$ cat src/rtl/xor_pkg.sv
// Shared definitions for the XOR cipher packer: FSM states and byte width.
package xor_pkg;

  localparam int largura_byte = 8;

  typedef enum logic [1:0] {
    COLETA,
    INICIA,
    AGUARDA,
    LIBERA
  } estado_t;

endpackage

$ cat src/rtl/empacotador_xor_contador_espera.sv
// Wait counter for the cipher handshake: counts while enabled, clears otherwise,
// and flags when the current cycle is the last one allowed before a timeout.
module contador_espera #(
  parameter int limite  = 64,
  parameter int largura = $clog2(limite + 1)
) (
  input  logic clk,
  input  logic reset,
  input  logic conta,
  output logic atingiu
);

  logic [largura-1:0] contagem_reg;

  always_ff @(posedge clk or posedge reset) begin
    if (reset) begin
      contagem_reg <= '0;
    end else if (!conta) begin
      contagem_reg <= '0;
    end else if (contagem_reg != largura'(limite)) begin
      contagem_reg <= contagem_reg + 1'b1;
    end
  end

  // The cycle holding limite-1 is the limite-th waiting cycle.
  assign atingiu = (contagem_reg >= largura'(limite - 1));

endmodule

$ cat src/rtl/empacotador_xor.sv
// Packs an MSB-first byte stream into words, latches a key and hands both to a
// cipher stage through a level-held start/done handshake with timeout.
module empacotador_xor
  import xor_pkg::*;
#(
  parameter int tamanho_palavra = 16,
  parameter int tamanho_key     = 8,
  parameter int limite_espera   = 64
) (
  input  logic                       clk,
  input  logic                       reset,
  input  logic                       in_valid,
  output logic                       in_ready,
  input  logic [7:0]                 in_data,
  input  logic                       key_load,
  input  logic [tamanho_key-1:0]     key_in,
  output logic [tamanho_palavra-1:0] plaintext,
  output logic [tamanho_key-1:0]     key,
  output logic                       start,
  input  logic                       done,
  output logic                       busy,
  output logic                       timeout_err
);

  localparam int num_bytes    = tamanho_palavra / largura_byte;
  localparam int largura_cont = $clog2(num_bytes + 1);

  estado_t                  estado_reg, estado_next;
  logic [largura_cont-1:0]  byte_cnt_reg;
  logic [largura_byte-1:0]  byte_reg [num_bytes];
  logic [tamanho_key-1:0]   key_reg;
  logic                     start_reg, busy_reg, in_ready_reg, timeout_err_reg;
  logic                     aceita, ultimo, atingiu, seta_timeout, conta_espera;

  assign aceita       = in_valid && (estado_reg == COLETA);
  assign ultimo       = aceita && (byte_cnt_reg == largura_cont'(num_bytes - 1));
  assign conta_espera = (estado_reg == INICIA) || (estado_reg == AGUARDA);

  contador_espera #(.limite(limite_espera)) u_contador_espera (
    .clk     (clk),
    .reset   (reset),
    .conta   (conta_espera),
    .atingiu (atingiu)
  );

  always_comb begin
    estado_next  = estado_reg;
    seta_timeout = 1'b0;
    case (estado_reg)
      COLETA:  if (ultimo) estado_next = INICIA;
      INICIA:  estado_next = AGUARDA;
      AGUARDA: begin
        if (done) begin
          estado_next = LIBERA;
        end else if (atingiu) begin
          estado_next  = LIBERA;
          seta_timeout = 1'b1;
        end
      end
      LIBERA:  if (!done) estado_next = COLETA;
      default: estado_next = COLETA;
    endcase
  end

  // Handshake outputs are decoded from the next state so they stay registered.
  always_ff @(posedge clk or posedge reset) begin
    if (reset) begin
      estado_reg      <= COLETA;
      byte_cnt_reg    <= '0;
      key_reg         <= '0;
      start_reg       <= 1'b0;
      busy_reg        <= 1'b0;
      in_ready_reg    <= 1'b1;
      timeout_err_reg <= 1'b0;
    end else begin
      estado_reg      <= estado_next;
      start_reg       <= (estado_next == INICIA) || (estado_next == AGUARDA);
      busy_reg        <= (estado_next != COLETA);
      in_ready_reg    <= (estado_next == COLETA);
      timeout_err_reg <= timeout_err_reg | seta_timeout;
      if (ultimo) begin
        byte_cnt_reg <= '0;
      end else if (aceita) begin
        byte_cnt_reg <= byte_cnt_reg + 1'b1;
      end
      if (key_load && (estado_reg == COLETA)) begin
        key_reg <= key_in;
      end
    end
  end

  for (genvar gi = 0; gi < num_bytes; gi++) begin : g_byte
    always_ff @(posedge clk or posedge reset) begin
      if (reset) begin
        byte_reg[gi] <= '0;
      end else if (aceita && (byte_cnt_reg == largura_cont'(gi))) begin
        byte_reg[gi] <= in_data;
      end
    end
    assign plaintext[tamanho_palavra-1-gi*largura_byte -: largura_byte] = byte_reg[gi];
  end

  assign key         = key_reg;
  assign start       = start_reg;
  assign busy        = busy_reg;
  assign in_ready    = in_ready_reg;
  assign timeout_err = timeout_err_reg;

endmodule

$ cat config.mk
export PLATFORM = sky130hd
export DESIGN_NAME = empacotador_xor
export DESIGN_NICKNAME = d
export VERILOG_FILES = /design/src/rtl/xor_pkg.sv /design/src/rtl/empacotador_xor_contador_espera.sv /design/src/rtl/empacotador_xor.sv
export SDC_FILE = /design/constraint.sdc
export NUM_CORES = 1
export LEC_CHECK = 0
export ABC_CLOCK_PERIOD_IN_PS = 2700
export CAP_MARGIN = 20
export CORE_MARGIN = 5
export CORE_UTILIZATION = 50
export CTS_CLUSTER_DIAMETER = 120
export DETAILED_ROUTE_END_ITERATION = 10
export HOLD_SLACK_MARGIN = 0.06
export PLACE_DENSITY = 0.83
export SLEW_MARGIN = 20
export SYNTH_ARGS = -nofsm -noshare
export SYNTH_HDL_FRONTEND = slang
export SYNTH_SLANG_ARGS = --single-unit
$ cat constraint.sdc
create_clock -name clk -period 2.7 [get_ports clk]
set_input_delay 0.54 -clock clk [delete_from_list [all_inputs] [get_ports clk]]
set_output_delay 0.54 -clock clk [all_outputs]
set_load 0.005 [all_outputs]
==> results.json, run 1 <==
{
  "finish.instance_area_um2": 2310,
  "synth-xor-area-share": 0.0204,
  "track_usage": 0.169,
  "grt_start_max_net_pins": 40,
  "cts.sinks": 39,
  "power.density_nw_per_um2": 1050,
  "synth_cell_types": 33,
  "irDropWorstVdd_uv": 530,
  "r2r_cells": 6,
  "wirelength_um": 3480,
  "end_kind": "flip-flop",
  "syn_nets": 157,
  "worst_slew_pin_slew_ns": 0.468,
  "setup_viol": 0,
  "r2r-end": "start$_DFF_PP0_",
  "gr-total-overflow": 0,
  "hold_viol_final": 0,
  "drc": 0,
  "yosysTopAreaCellShare": 0.553,
  "post_cts_resized": 0,
  "synth_area_leader_cell": "dfrtp_1",
  "start_util": 0.515,
  "fin_skew_ns": 0.00536,
  "crit_type": "reg2reg",
  "placed_area_um2": 2260,
  "cp_data_arrival_time_ns": 2.31,
  "layout_common_cells": "clkdlybuf4s50_1 (48), dfrtp_1 (38), mux2_2 (24)",
  "die_area_um2": 4710,
  "synth_edf_count": 0,
  "status": "complete, no violations",
  "whs_path_depth": 1,
  "dp.cells": 221,
  "grt_pass1_vias": 1304,
  "setup_tns_ns": 0,
  "fin_crit_sh": 0.768,
  "rows": 21,
  "min_from": "timeout_err$_DFF_PP0_",
  "ys_ff_latch": 39,
  "cts_buffer_depth": 2,
  "drive_gt1_frac": 0.197,
  "synthFlopType": "dfrtp_1",
  "power_leakage_uw": 0.00102,
  "worstHoldPathType": "reg2reg",
  "final_common_cell": "clkdlybuf4s50_1",
  "grt_antenna_before_repair": 0,
  "synth_cells": 127,
  "min_to": "timeout_err$_DFF_PP0_",
  "syn_area_um2": 1720,
  "synth_mux_area_frac": 0.175,
  "fillerInstances": 254,
  "synth_top_family_by_area": "multiplexers",
  "required_ns": 2.94,
  "grt_first_pass_wirelength_um": 5770,
  "cts_root_buf": "clkbuf_4",
  "antennaDiodeCount": 0,
  "dr_total_vias": 1181,
  "area_growth_syn_to_layout_pct": 34.4,
  "insertion_delay_ns": 0.34,
  "start_kind": "flip-flop",
  "die_w_um": 68.6,
  "synthTopCellsByArea": "dfrtp_1 (55%), mux2_2 (16%), ha_1 (6.6%), nand2_1 (2.0%), mux2i_1 (1.7%)",
  "h-tree-depth": 2,
  "fin_nets": 212,
  "ios": 49,
  "clk_pin_slew_worst_paths_ns": 0.10,
  "dp_hpwl_um": 2660,
  "max_freq_mhz": 482,
  "relSlewSlack": 0.688,
  "largest_reg_flops": 16,
  "maxCapViolations": 0,
  "numCtsBuffers": 5,
  "cts_hold_buf": 0,
  "seq_area_frac_synth": 0.568,
  "final_max_slew_viol_count": 0,
  "tritoncts": "built",
  "dieHeight_um": 68.6,
  "rsz0062_at_grt": "no",
  "yosys.area_share.adder": 0.0655,
  "antenna_left": 0,
  "async_flop_share": 1.00,
  "drt_iter0_drc": 30,
  "regToRegSetupSlack_ns": 0.63,
  "synthSimpleGateAreaFrac": 0.112,
  "postCtsSetupBuffers": 0,
  "fin_cells": 229,
  "first_pass_iters": 4,
  "gp_congestion": 0.734,
  "reg2reg_from": "estado_reg[0]$_DFF_PP0_",
  "yosysWarnings": 0,
  "synth_compound_area_frac": 0.0415,
  "path_max_fanout": 10,
  "syn_avg_cell_area_um2": 13.5,
  "fin_crit_ns": 2.07,
  "routed_via_density": 5.16,
  "wl_per_cell_um": 15.2,
  "portBuffers": 48,
  "core_area_um2": 3340
}
[metal layers]
metal / vias to the layer above / track usage / part of all wire
met3: 7 / 0.0567 / 0.075
met4: 0 / 0.0819 / 0.021
met1: 584 / 0.173 / 0.37
met2: 34 / 0.305 / 0.53
met5: - / 0 / 0
li1: 556 / - / -
[kinds of logic (layout without fill, tap and decap cells)]
logic type	count (synthesis)	in the layout
DFF	39	39
and+or+nand+nor	30	30
AOI/OAI and AO/OA	10	10
buffers and inverters	8	64
muxes	27	27
adders and majority gates	9	9
xor gates and xnor gates	4	4
[how the worst max path moves through the flow]
stage                      endpoint  slack [ns]  cells past startpoint               startpoint
floorplan           start$_DFF_PP0_        0.87                      6  estado_reg[0]$_DFF_PP0_
global placement    start$_DFF_PP0_        0.47                      5                 in_valid
detailed placement  start$_DFF_PP0_        0.44                      5                 in_valid
CTS                 start$_DFF_PP0_        0.65                      6  estado_reg[0]$_DFF_PP0_
global route        start$_DFF_PP0_        0.54                      6  estado_reg[0]$_DFF_PP0_
finish              start$_DFF_PP0_        0.63                      6  estado_reg[0]$_DFF_PP0_
[power breakdown]
group          leakage (uW)  internal, uW  switching (uW)
registers          0.000478           843             159
clock network     0.0000293           101             178
logic              0.000511           713             429
[stage by stage]
stage / power [uW] / hold WS (ns) / setup WS [ns] / utilization
after floorplan: 1570 / 0.468 / 0.872 / -
after global placement: 2100 / 0.460 / 0.474 / 0.678
after detailed placement: 2180 / 0.464 / 0.443 / 0.678
after CTS: 2460 / 0.496 / 0.649 / 0.693
after global routing: 2620 / 0.506 / 0.543 / 0.693
final: 2420 / 0.489 / 0.627 / 0.693
[critical path: stages (launching register included)]
cell and delay, ns:
dfrtp_1 0.45, inv_1 0.16, ha_1 0.32, nand4b_4 0.25, and3_4 0.26, a211o_1 0.24
ha_1 0.29
[cell type report]
type | instances | area [um^2] | share of cell area
Multi-Input combinational cell | 80 | 712 | 0.308
Sequential cell | 39 | 977 | 0.423
Clock inverter | 1 | 5.00 | 0.00217
Clock buffer | 7 | 45.0 | 0.0195
Inverter | 7 | 26.3 | 0.0114
Timing Repair Buffer | 49 | 488 | 0.211
Tap cell | 46 | 57.6 | 0.0249
[Yosys cell counts, types with 2 or more instances]
library cell  number
dfrtp_1           38
mux2_2            24
ha_1               9
nand2_1            9
inv_1              7
nand3_1            5
mux2i_1            3
xnor2_1            3
and2_1             2
and3_1             2
nand2b_1           2
o21bai_1           2
Power figures use the tool's default switching activity.
==> run 2, diff against run 1 <==
--- a/config.mk
+++ b/config.mk
@@ -5,14 +5,14 @@
 export SDC_FILE = /design/constraint.sdc
 export NUM_CORES = 1
 export LEC_CHECK = 0
-export ABC_CLOCK_PERIOD_IN_PS = 2700
+export ABC_CLOCK_PERIOD_IN_PS = 2100
 export CAP_MARGIN = 20
 export CORE_MARGIN = 5
-export CORE_UTILIZATION = 50
+export CORE_UTILIZATION = 47
 export CTS_CLUSTER_DIAMETER = 120
 export DETAILED_ROUTE_END_ITERATION = 10
 export HOLD_SLACK_MARGIN = 0.06
-export PLACE_DENSITY = 0.83
+export PLACE_DENSITY = 0.79
 export SLEW_MARGIN = 20
 export SYNTH_ARGS = -nofsm -noshare
 export SYNTH_HDL_FRONTEND = slang
==> constraint.sdc (replaced) <==
create_clock -name clk -period 2.1 [get_ports clk]
set_input_delay 0.42 -clock clk [delete_from_list [all_inputs] [get_ports clk]]
set_output_delay 0.42 -clock clk [all_outputs]
set_load 0.005 [all_outputs]
==> run 2 against run 1 <==
Compared with the run above:
- design area rose by 2.1%
- highest routed layer unchanged
- clock power rose by 74%
- largest power group unchanged
- via count fell by 1.9%
- worst setup slack got worse by 0.37 ns
- critical path type unchanged
==> results.json, run 2 (same netlist as run 1, synthesis figures left out) <==
{
  "status": "complete, no violations",
  "fin_nets": 213,
  "clk_pin_slew_worst_paths_ns": 0.07,
  "h-tree-depth": 2,
  "dp_hpwl_um": 2560,
  "dr_total_vias": 1158,
  "start_util": 0.477,
  "track_usage": 0.142,
  "setup_tns_ns": 0,
  "largest_reg_flops": 16,
  "hold_viol_final": 0,
  "whs_path_depth": 1,
  "cts_buffer_depth": 2,
  "gr-total-overflow": 0,
  "r2r_cells": 5,
  "power.density_nw_per_um2": 1380,
  "rows": 22,
  "drt_iter0_drc": 31,
  "seqPwrFrac": 0.399,
  "fin_crit_ns": 1.85,
  "min_from": "timeout_err$_DFF_PP0_",
  "routed_via_density": 5.01,
  "grt_start_max_net_pins": 40,
  "fin_crit_sh": 0.879,
  "required_ns": 2.26,
  "setup_ws_ns": 0.253,
  "tritoncts": "built",
  "r2r-end": "plaintext[8]$_DFFE_PP0P_",
  "grt_first_pass_wirelength_um": 5580,
  "place_ws_ns": 0.101,
  "post_cts_resized": 0,
  "p_clk_frac": 0.150,
  "start_kind": "flip-flop",
  "rsz0062_at_grt": "no",
  "intPower_uw": 2270,
  "crit_start": "estado_reg[0]$_DFF_PP0_",
  "fillerInstances": 273,
  "grt_pass1_vias": 1250,
  "fin_skew_ns": 0.00461,
  "die_area_um2": 4970,
  "max_freq_mhz": 541,
  "cts_root_buf": "clkbuf_8",
  "maxCapViolations": 0,
  "pwr-share-comb": 0.452,
  "final_common_cell": "clkdlybuf4s50_1",
  "core_area_um2": 3610,
  "min_to": "timeout_err$_DFF_PP0_",
  "area_growth_syn_to_layout_pct": 37.2,
  "power.total_uw": 3250,
  "crit_type": "reg2reg",
  "first_pass_iters": 4,
  "setup_viol": 0,
  "relSlewSlack": 0.687,
  "wl_per_cell_um": 14.3,
  "seq_area_um2": 977,
  "irDropWorstVdd_uv": 858,
  "switchingPower_uw": 978,
  "switching_share": 0.301,
  "antenna_left": 0,
  "worstHoldPathType": "reg2reg",
  "drive_gt1_frac": 0.208,
  "reg2reg_from": "estado_reg[0]$_DFF_PP0_",
  "worst_slew_pin_slew_ns": 0.469,
  "path_max_fanout": 8,
  "postCtsSetupBuffers": 0,
  "grt_antenna_before_repair": 0,
  "final_max_slew_viol_count": 0,
  "ios": 49,
  "wirelength_um": 3300,
  "die_w_um": 70.5,
  "dieHeight_um": 70.5,
  "insertion_delay_ns": 0.28,
  "cts_hold_buf": 0,
  "layout_common_cells": "clkdlybuf4s50_1 (48), dfrtp_1 (38), mux2_2 (24)",
  "power_leakage_uw": 0.00104,
  "portBuffers": 48,
  "antennaDiodeCount": 0,
  "gp_congestion": 0.802,
  "cp_data_arrival_time_ns": 2.01,
  "cts.sinks": 39,
  "numCtsBuffers": 5,
  "multi_input_area_um2": 712,
  "regToRegSetupSlack_ns": 0.25,
  "drc": 0,
  "end_kind": "flip-flop"
}
-- run 2: worst max path at each step --
stage	end	slack (ns)
2_1_floorplan	start$_DFF_PP0_	0.27
3_3_place_gp	start$_DFF_PP0_	0.14
3_5_place_dp	plaintext[8]$_DFFE_PP0P_	0.10
4_1_cts	plaintext[8]$_DFFE_PP0P_	0.21
5_1_grt	start$_DFF_PP0_	0.10
6_report	plaintext[8]$_DFFE_PP0P_	0.25
-- run 2: power by group through the flow --
stage                     Clock [uW]  Combinational (uW)  Sequential [uW]
final                            486                1470             1290
after global routing             531                1600             1340
after CTS                        506                1500             1300
after detailed placement           0                1500             1310
after global placement             0                1440             1290
after floorplan                    0                 716             1300
-- run 2: critical path: stages, from the launching register on --
cell,delay [ns]
dfrtp_1,0.43
inv_1,0.14
ha_1,0.30
nand2_2,0.12
nor3_4,0.36
mux2_2,0.39
-- run 2: metal layers --
| metal | wire length (um) | GRT usage | vias up | share of wire |
|---|---|---|---|---|
| met2 | 1740 | 0.241 | 32 | 0.53 |
| met5 | 0 | 0 | - | 0 |
| met1 | 1320 | 0.162 | 567 | 0.40 |
| met4 | 44 | 0.0681 | 0 | 0.013 |
| li1 | - | - | 555 | - |
| met3 | 207 | 0.0417 | 4 | 0.063 |
-- run 2: layout make-up --
| cell class | count | share of cell area |
|---|---|---|
| clock buffer | 6 | 0.0350 |
| clock inverter | 1 | 0.00212 |
| inverter | 7 | 0.0111 |
| multi-input combinational | 80 | 0.302 |
| sequential | 39 | 0.414 |
| tap | 48 | 0.0255 |
| timing repair buffer | 50 | 0.210 |
-- run 2: per-stage QoR --
step,instance area [um^2],instances,utilization,hold slack (ns)
after floorplan,1720,127,-,0.468
after global placement,2270,224,0.630,0.467
after detailed placement,2270,224,0.630,0.475
after CTS,2360,231,0.654,0.492
after global routing,2360,231,0.654,0.516
final,2360,231,0.654,0.481
